## src/rtl/hazard_forward_unit.sv

```systemverilog
// Operand forwarding and load-use interlock for the ID/EX boundary.
// Per-channel EX/MEM bypass selects are registered into EX; stall/bubble are combinational.
module hazard_forward_unit #(
    parameter int AW       = 4,
    parameter int NSRC     = 2,
    parameter int LOAD_LAT = 1,
    parameter int CW       = 16
) (
    input  logic                 clk,
    input  logic                 rst_n,
    input  logic [NSRC*AW-1:0]   id_src,
    input  logic [NSRC-1:0]      id_src_valid,
    input  logic [AW-1:0]        ex_dst,
    input  logic                 ex_we,
    input  logic                 ex_is_load,
    input  logic [AW-1:0]        mem_dst,
    input  logic                 mem_we,
    input  logic                 flush,
    output logic [NSRC*2-1:0]    fwd_sel,
    output logic                 stall,
    output logic                 bubble,
    output logic [CW-1:0]        stall_cnt
);

    typedef enum logic {
        ST_RUN   = 1'b0,
        ST_STALL = 1'b1
    } state_e;

    localparam logic [3:0]    STALL_INIT = 4'(LOAD_LAT - 1);
    localparam logic [AW-1:0] ZERO_ADDR  = '0;
    localparam logic [CW-1:0] CNT_MAX    = '1;

    state_e              state_q, state_d;
    logic [3:0]          cnt_q, cnt_d;
    logic [NSRC*2-1:0]   fwd_sel_q, fwd_sel_d, fwd_next_s;
    logic [CW-1:0]       stall_cnt_q, stall_cnt_d;
    logic [NSRC-1:0]     match_ex_s, match_mem_s;
    logic                hazard_s, stall_s, bubble_s;

    // Independent per-channel match; EX result is newer so it beats MEM.
    always_comb begin
        match_ex_s  = '0;
        match_mem_s = '0;
        fwd_next_s  = '0;
        for (int k = 0; k < NSRC; k++) begin
            match_ex_s[k]  = id_src_valid[k] & ex_we & (ex_dst == id_src[k*AW +: AW])
                             & (id_src[k*AW +: AW] != ZERO_ADDR);
            match_mem_s[k] = id_src_valid[k] & mem_we & (mem_dst == id_src[k*AW +: AW])
                             & (id_src[k*AW +: AW] != ZERO_ADDR);
            if (match_ex_s[k]) begin
                fwd_next_s[2*k +: 2] = 2'b01;
            end else if (match_mem_s[k]) begin
                fwd_next_s[2*k +: 2] = 2'b11;
            end else begin
                fwd_next_s[2*k +: 2] = 2'b00;
            end
        end
        hazard_s = ex_is_load & (|match_ex_s);
    end

    // Interlock FSM: next state, down-counter, select load and stall/bubble.
    always_comb begin
        state_d   = state_q;
        cnt_d     = cnt_q;
        fwd_sel_d = '0;
        stall_s   = 1'b0;
        bubble_s  = 1'b0;
        if (flush) begin
            state_d  = ST_RUN;
            cnt_d    = 4'd0;
            bubble_s = 1'b1;
        end else begin
            case (state_q)
                ST_RUN: begin
                    if (hazard_s) begin
                        stall_s  = 1'b1;
                        bubble_s = 1'b1;
                        if (LOAD_LAT > 1) begin
                            state_d = ST_STALL;
                            cnt_d   = STALL_INIT;
                        end else begin
                            state_d = ST_RUN;
                            cnt_d   = 4'd0;
                        end
                    end else begin
                        fwd_sel_d = fwd_next_s;
                    end
                end
                ST_STALL: begin
                    stall_s  = 1'b1;
                    bubble_s = 1'b1;
                    // cnt==1 marks the last held cycle; RUN re-evaluates next.
                    if (cnt_q <= 4'd1) begin
                        state_d = ST_RUN;
                        cnt_d   = 4'd0;
                    end else begin
                        cnt_d   = cnt_q - 4'd1;
                    end
                end
                default: begin
                    state_d = ST_RUN;
                    cnt_d   = 4'd0;
                end
            endcase
        end
    end

    // Saturating stall-cycle counter.
    always_comb begin
        if (stall_s && (stall_cnt_q != CNT_MAX)) begin
            stall_cnt_d = stall_cnt_q + CW'(1);
        end else begin
            stall_cnt_d = stall_cnt_q;
        end
    end

    // State, selects and counter registers.
    always_ff @(posedge clk or negedge rst_n) begin
        if (!rst_n) begin
            state_q     <= ST_RUN;
            cnt_q       <= 4'd0;
            fwd_sel_q   <= '0;
            stall_cnt_q <= '0;
        end else begin
            state_q     <= state_d;
            cnt_q       <= cnt_d;
            fwd_sel_q   <= fwd_sel_d;
            stall_cnt_q <= stall_cnt_d;
        end
    end

    // Reset forces the combinational controls low even with hazardous inputs.
    assign stall     = stall_s & rst_n;
    assign bubble    = bubble_s & rst_n;
    assign fwd_sel   = fwd_sel_q;
    assign stall_cnt = stall_cnt_q;

endmodule

```

## config.mk

```make
export PLATFORM = sky130hd
export DESIGN_NAME = hazard_forward_unit
export DESIGN_NICKNAME = d
export VERILOG_FILES = /design/src/rtl/hazard_forward_unit.sv
export SDC_FILE = /design/constraint.sdc
export NUM_CORES = 1
export LEC_CHECK = 0
export ABC_CLOCK_PERIOD_IN_PS = 3200
export CAP_MARGIN = 20
export CORE_UTILIZATION = 35
export DETAILED_ROUTE_END_ITERATION = 10
export GPL_ROUTABILITY_DRIVEN = 0
export PLACE_DENSITY_LB_ADDON = 0.15
export SLEW_MARGIN = 10
export SYNTH_ARGS = -nofsm -noshare
export SYNTH_HDL_FRONTEND = slang
export SYNTH_SLANG_ARGS = --single-unit
```

## constraint.sdc

```tcl
create_clock -name clk -period 3.2 [get_ports clk]
set_input_delay 0.64 -clock clk [delete_from_list [all_inputs] [get_ports clk]]
set_output_delay 0.64 -clock clk [all_outputs]
set_load 0.05 [all_outputs]
```

==> metrics, run 1 <==
status completed; worst flop-to-flop path endpoint stall_cnt[1]; # rows 23; initial antenna violation count 0; placed wire-length estimate 2.80 mm; Worst-Margin Slew 540 ps; Hold Path Class reg2reg; internal power 484 uW; share of layout cells above drive strength 1 13.9%; IO Port Bufs 45; Sw Share 28.1%; Yosys top cell area share between 40% and 50%; number of diodes 0; VDD IR-drop max between 0.0002 and 0.00025 V; ys flop type dfrtp_1; CP max FO 2; vias per std cell 4.96; Post-synth ARST share 100%; Pwr Total 673 uW; Die X 66.4 um; critical path launch point type primary input; Root Driver clkbuf_8; Ports 46; unrepaired setup endpoints after global routing no; Initial Utilization between 30% and 40%; Gate Count Post-Synth about 140; drc violations 0; Yosys cell types 38; CP required 2560 ps; mapped cell area between 1000 and 1500 um^2; WL/cell 13.7 um; pin count of the biggest net entering global routing 18; FF-to-FF Start stall_cnt[0]; gr usage total 17.6%; Die Span Y 66.4 um; H-Tree Depth 1; global-route wire length before repair 5.87 mm; grt total ovfl 0; Worst Hold Path EP stall_cnt[10]; iteration-0 DRC count of the detailed router between 50 and 60; period utilization 95.9%; Antenna Violating Nets Remaining 0; Avg Inst Size Synth between 10 and 15 um^2; Synth area leaders dfrtp_1 43%, xnor2_1 11%, xor2_1 7.2%; final WL 3.46 mm; first-pass iteration count of the detailed router 4; vias in the first global route about 1200; Switch Pwr roughly 190 uW; reg2reg path depth 7; Final min period 3070 ps; CTS tree done; Die Footprint 4410 um^2; Seq pwr share between 40% and 50%; Pwr per Cell Area 317 nW/um^2; Setup-failing EPs final 0; flop-to-flop setup slack approximately 1200 ps; Seq/Total Area, Yosys 43.1%; maximum root-to-sink buffer count 2; WP data arrival roughly 2400 ps; EDFF count, synth 0; #FFs+latches synth 25; Crit Path Class in2out; clk_skew 11.8 ps; hold wc startpoint stall_cnt[10]; Slew Viols, Final 0; Leak 0.886 nW; Ys Warns 0; worst hold path depth 1; syn nets 169; final hold viol count 0; Worst-Skew Late Latency 270 ps; CTS clk-pin slew, worst paths 80 ps; Hold WS 501 ps; CP endpoint kind primary output; Area Overhead vs Synth 46.2%; hold buffers post-CTS 0; maximum clock rate 326 MHz; core area 4000 um^2; Max Cap Viol 0; via count between 1000 and 1500; clock power share 28.0%; slew margin rel. 63.9%; combinational power share 22.6%; nets@finish 230; total clock sinks 25; CTS Buf Count 3; post-synth top area cell dfrtp_1
## metrics by stage
stage	util (%)	area, um^2	TNS, ps	setup WS [ps]	instances
2_1_floorplan	-	1450	0	202	142
3_3_place_gp	51.6	2060	-51.2	-51.2	247
3_5_place_dp	51.6	2060	-75.8	-75.8	247
4_1_cts	53.0	2120	0	2.65	252
5_1_grt	53.1	2120	0	6.31	252
6_report	53.1	2120	0	132	252
## flip-flops by register name (all words and copies together), names as in the netlist
register   cells
state_q        1
fwd_sel        4
stall_cnt     16
cnt_q          4
## Yosys cell counts, types with 2 or more instances
cell type / number
a21oi_1: 2
buf_6: 2
clkbuf_1: 2
dfrtp_1: 25
ha_1: 3
inv_1: 4
mux2_2: 2
nand2_1: 8
nand3_1: 10
nand4_1: 7
nand4b_1: 3
nor2_1: 7
nor2b_1: 2
nor3_1: 6
nor3b_1: 4
nor4_1: 2
o21ai_1: 2
o41a_1: 2
xnor2_1: 19
xor2_1: 12
## cell families after synthesis
logic type / synth area share [%]
multiplexers: 2.33
adder cells (fa/ha/maj): 2.58
flip-flops: 43.1
XOR/XNOR: 18.7
AO/OA/AOI/OAI: 5.08
buffers and inverters: 3.44
AND/OR/NAND/NOR: 24.8
## cells in the final DEF, fill, tap and decap left out, types with 2 or more instances in the layout
cell type / instances
clkdlybuf4s50_1: 40
dfrtp_1: 25
xnor2_1: 19
buf_4: 16
xor2_1: 12
nand3_1: 10
nand2_1: 8
nor2_1: 7
nand4_1: 7
nor3_1: 6
inv_1: 4
nor3b_1: 4
nand4b_1: 3
ha_1: 3
clkbuf_8: 3
o41a_1: 2
nor4_1: 2
a21oi_1: 2
o21ai_1: 2
mux2_2: 2
nor2b_1: 2
dlymetal6s2s_1: 2
buf_12: 2
## layout make-up
cell class	count	area, um^2
Clock buffer	3	41.3
Clock inverter	1	5.00
Tap cell	50	62.6
Sequential cell	25	626
Inverter	4	15.0
Fill cell	372	1880
Timing Repair Buffer	61	594
Multi-Input combinational cell	108	779
## power by group through the flow
stage	combinational (mW)	sequential, mW	clock, mW
finish	0.152	0.333	0.188
global route	0.163	0.335	0.210
CTS	0.154	0.334	0.198
detailed placement	0.152	0.340	0
global placement	0.149	0.338	0
floorplan	0.0398	0.368	0
## routing by layer
layer	part of all wire [%]	track usage (%)	wire length, um	vias to the layer above
met1	45	23.1	1580	601
met4	0.35	4.52	12	0
met5	0	0	0	-
met3	3.6	2.07	123	2
met2	51	30.5	1750	22
li1	-	-	-	625
## repair_timing
item	4_1_cts	5_1_grt
buffers inserted	1	0
setup endpoints to repair	2	2
gates resized for setup	2	2
gates cloned	0	0
pin swaps	4	2
## worst max path at each step
stage | from | to | slack, ps | depth (start not counted)
2_1_floorplan | id_src[5] | bubble | 200 | 8
3_3_place_gp | id_src[5] | bubble | -50 | 8
3_5_place_dp | id_src[5] | bubble | -80 | 8
4_1_cts | id_src[6] | bubble | 3 | 8
5_1_grt | id_src[3] | stall | 6 | 8
6_report | id_src[6] | bubble | 130 | 8
## worst max-delay path: stages
cell,delay (ps)
clkdlybuf4s50_1,420
o41a_1,340
and3_4,160
a41o_1,200
a21o_1,150
or2_1,220
and2_4,150
buf_12,140
(Power assumes the default switching activity.)
==> inputs of run 2 (changes only) <==
- ABC_AREA: not set -> 1
- ABC_CLOCK_PERIOD_IN_PS: 3200 -> not set
==> run 2 against run 1 <==
Compared with the run above: clock power hardly changed; area after synthesis grew 22%; fmax rose by 11%; design area increased by 11%; synthesized cell count is 88% higher; power is 0.42% higher; setup slack better by 300 ps; global-route usage grew 0.088 points; die area grew 21%; core utilization is 3.7 points lower.
==> metrics, run 2 <==
Slew Viols, Final 0 (unchanged); WP data arrival 2130 ps (was 2430 ps); Hold WS 529 ps (was 501 ps); Placement Cell Area 2320 um^2 (was 2060 um^2); share of layout cells above drive strength 1 5.10% (was 13.9%); Buf/Inv on CP 3 (was 2); Die Footprint 5350 um^2 (was 4410 um^2); setup_tns 0 ps (unchanged); # rows 25 (was 23); #FFs+latches synth 25 (unchanged); Die X 73.1 um (was 66.4 um); Ports 46 (unchanged); unrepaired setup endpoints after global routing no (unchanged); maximum root-to-sink buffer count 2 (unchanged); CP max FO 4 (was 2); gr usage total 17.7% (was 17.6%); maximum clock rate 361 MHz (was 326 MHz); total clock sinks 25 (unchanged); ys flop type dfrtp_1 (unchanged); Die Span Y 73.1 um (was 66.4 um); hold wc startpoint cnt_q[3] (was stall_cnt[10]); pin count of the biggest net entering global routing 22 (was 18); WL/cell 11.2 um (was 13.7 um); FF-to-FF Start stall_cnt[1] (was stall_cnt[0]); Crit Path Class in2out (unchanged); vias per std cell 4.69 (was 4.96); most common cell in the netlist nand2_1 (was dfrtp_1); Multi-input gate area 952 um^2 (was 779 um^2); Setup-failing EPs final 0 (unchanged); critical path's largest stage delay 540 ps (was 420 ps); final WL 4.25 mm (was 3.46 mm); most frequent CP cell nand2_1; Worst-Margin Slew 518 ps (was 540 ps); non-filler instance count after layout 381 (was 252); CP endpoint kind primary output (unchanged); Pwr per Cell Area 286 nW/um^2 (was 317 nW/um^2); Avg Inst Size Synth 6.63 um^2 (was 10.2 um^2); Crit-path slowest cell clkdlybuf4s50_1 (unchanged); period utilization 86.5% (was 95.9%); H-Tree Depth 1 (unchanged); mapped cell area 1770 um^2 (was 1450 um^2); Synth area leaders dfrtp_1 35%, nand2_1 20%, inv_1 8.5% (was dfrtp_1 43%, xnor2_1 11%, xor2_1 7.2%); via count 1786 (was 1250); global-route wire length before repair 7.43 mm (was 5.87 mm); CP required 2560 ps (about the same); CTS Buf Count 3 (unchanged); Leak 1.16 nW (was 0.886 nW); Ys Warns 0 (unchanged); EDFF count, synth 0 (unchanged); critical path launch point type primary input (unchanged); drc violations 0 (unchanged); Fill cells 485 (was 372); Hold Path Class reg2reg (unchanged); number of diodes 0 (unchanged); Seq/Total Area, Yosys 35.3% (was 43.1%); crit path cell chain clkdlybuf4s50_1 -> inv_1 -> nand2_1 -> nand2_1 -> nor2_2 -> nand3_2 -> nand2_1 -> nand2_1 -> nand2_2 -> and3_1 -> buf_12 (was clkdlybuf4s50_1 -> o41a_1 -> and3_4 -> a41o_1 -> a21o_1 -> or2_1 -> and2_4 -> buf_12); status completed (unchanged); Yosys top cell area share 35.3% (was 43.1%); Post-CTS Setup Bufs 0 (was 1); most common cell after layout, fill and taps aside nand2_1 (was clkdlybuf4s50_1); Max Cap Viol 0 (unchanged); Root Driver clkbuf_8 (unchanged); DP Cell Count 377 (was 247); Post-synth ARST share 100% (unchanged); initial antenna violation count 0 (unchanged); vias in the first global route 1733 (was 1232); first-pass iteration count of the detailed router 4 (unchanged); CTS tree done (unchanged); Yosys cell types 23 (was 38); delay-heaviest family, CP buffers and inverters (was compound AO/OA/AOI/OAI gates); post-synth top area cell dfrtp_1 (unchanged); iteration-0 DRC count of the detailed router 105 (was 53); syn nets 294 (was 169); final hold viol count 0 (unchanged); max reg flops 16 (unchanged); hold buffers post-CTS 0 (unchanged); core area 4790 um^2 (was 4000 um^2); Area Overhead vs Synth 33.4% (was 46.2%); Gate Count Post-Synth 267 (was 142); slew margin rel. 65.2% (was 63.9%); top cells by count, synth 95 x nand2_1, 40 x inv_1, 28 x nor2_1 (was 25 x dfrtp_1, 19 x xnor2_1, 12 x xor2_1); placed wire-length estimate 3.23 mm (was 2.80 mm); cell area after layout 2360 um^2 (was 2120 um^2); Antenna Violating Nets Remaining 0 (unchanged); VDD IR-drop max 0.000234 V (was 0.000212 V); Worst-Skew Late Latency 270 ps (about the same); IO Port Bufs 45 (unchanged); Setup crit start id_src[1] (was id_src[6]); most frequent cells in the layout 95 x nand2_1, 43 x clkdlybuf4s50_1, 40 x inv_1 (was 40 x clkdlybuf4s50_1, 25 x dfrtp_1, 19 x xnor2_1); Register Area 626 um^2 (unchanged); post-CTS sizing 0 (was 2); nets@finish 342 (was 230); Initial Utilization 37.0% (was 36.3%); Final min period 2770 ps (was 3070 ps); grt total ovfl 0 (unchanged); clk_skew 4.78 ps (was 11.8 ps); CTS clk-pin slew, worst paths 80 ps (about the same)
-- run 2: tightest hold or removal path, cell delays in order (launching register included) --
cell     delay (ps)
dfrtp_1         390
nand2_1          60
nand2_1          50
-- run 2: logic make-up (layout without fill, tap and decap cells) --
group,count (synthesis),in the layout,share of synthesized area (%)
and+or+nand+nor,169,169,41.7
buffers and inverters,47,94,10.9
DFF,25,25,35.3
xor gates and xnor gates,15,15,7.42
AOI/OAI and AO/OA,8,8,2.54
adders and majority gates,3,3,2.12
-- run 2: layer usage --
layer  track usage [%]  part of all wire (%)  up-vias  wire (um)
met5                 0                     0        -          0
met4              3.92                  0.59        0         25
met3              4.28                   3.9        4        167
met2              31.4                    48       30       2050
met1              21.6                    47      820       2010
li1                  -                     -      932          -
-- run 2: worst paths after layout --
path                       cells past startpoint            to  slack (ps)
max reg2reg                                    9  stall_cnt[1]        1410
min                                            2      cnt_q[3]         530
max                                           11         stall         430
min reg2reg                                    2      cnt_q[3]         530
max in group asynchronous                      2  stall_cnt[8]        1910
min in group asynchronous                      1    fwd_sel[3]         680
-- run 2: power by group --
| part | internal (mW) | switching (mW) |
|---|---|---|
| sequential | 0.323 | 0.00787 |
| combinational | 0.0641 | 0.0895 |
| clock | 0.0892 | 0.102 |
-- run 2: per-stage QoR --
step / utilization [%] / worst slack, ps / power [mW]
finish: 49.3 / 432 / 0.676
global route: 49.3 / 275 / 0.714
CTS: 49.3 / 410 / 0.685
detailed placement: 48.4 / 408 / 0.491
global placement: 48.4 / 418 / 0.488
floorplan: - / 782 / 0.415
-- run 2: layout make-up --
| class | instances | area share (%) |
|---|---|---|
| multi-input combinational | 195 | 40.3 |
| sequential | 25 | 26.5 |
| timing repair buffer | 49 | 21.2 |
| inverter | 41 | 6.52 |
| tap | 67 | 3.55 |
| clock buffer | 4 | 1.91 |
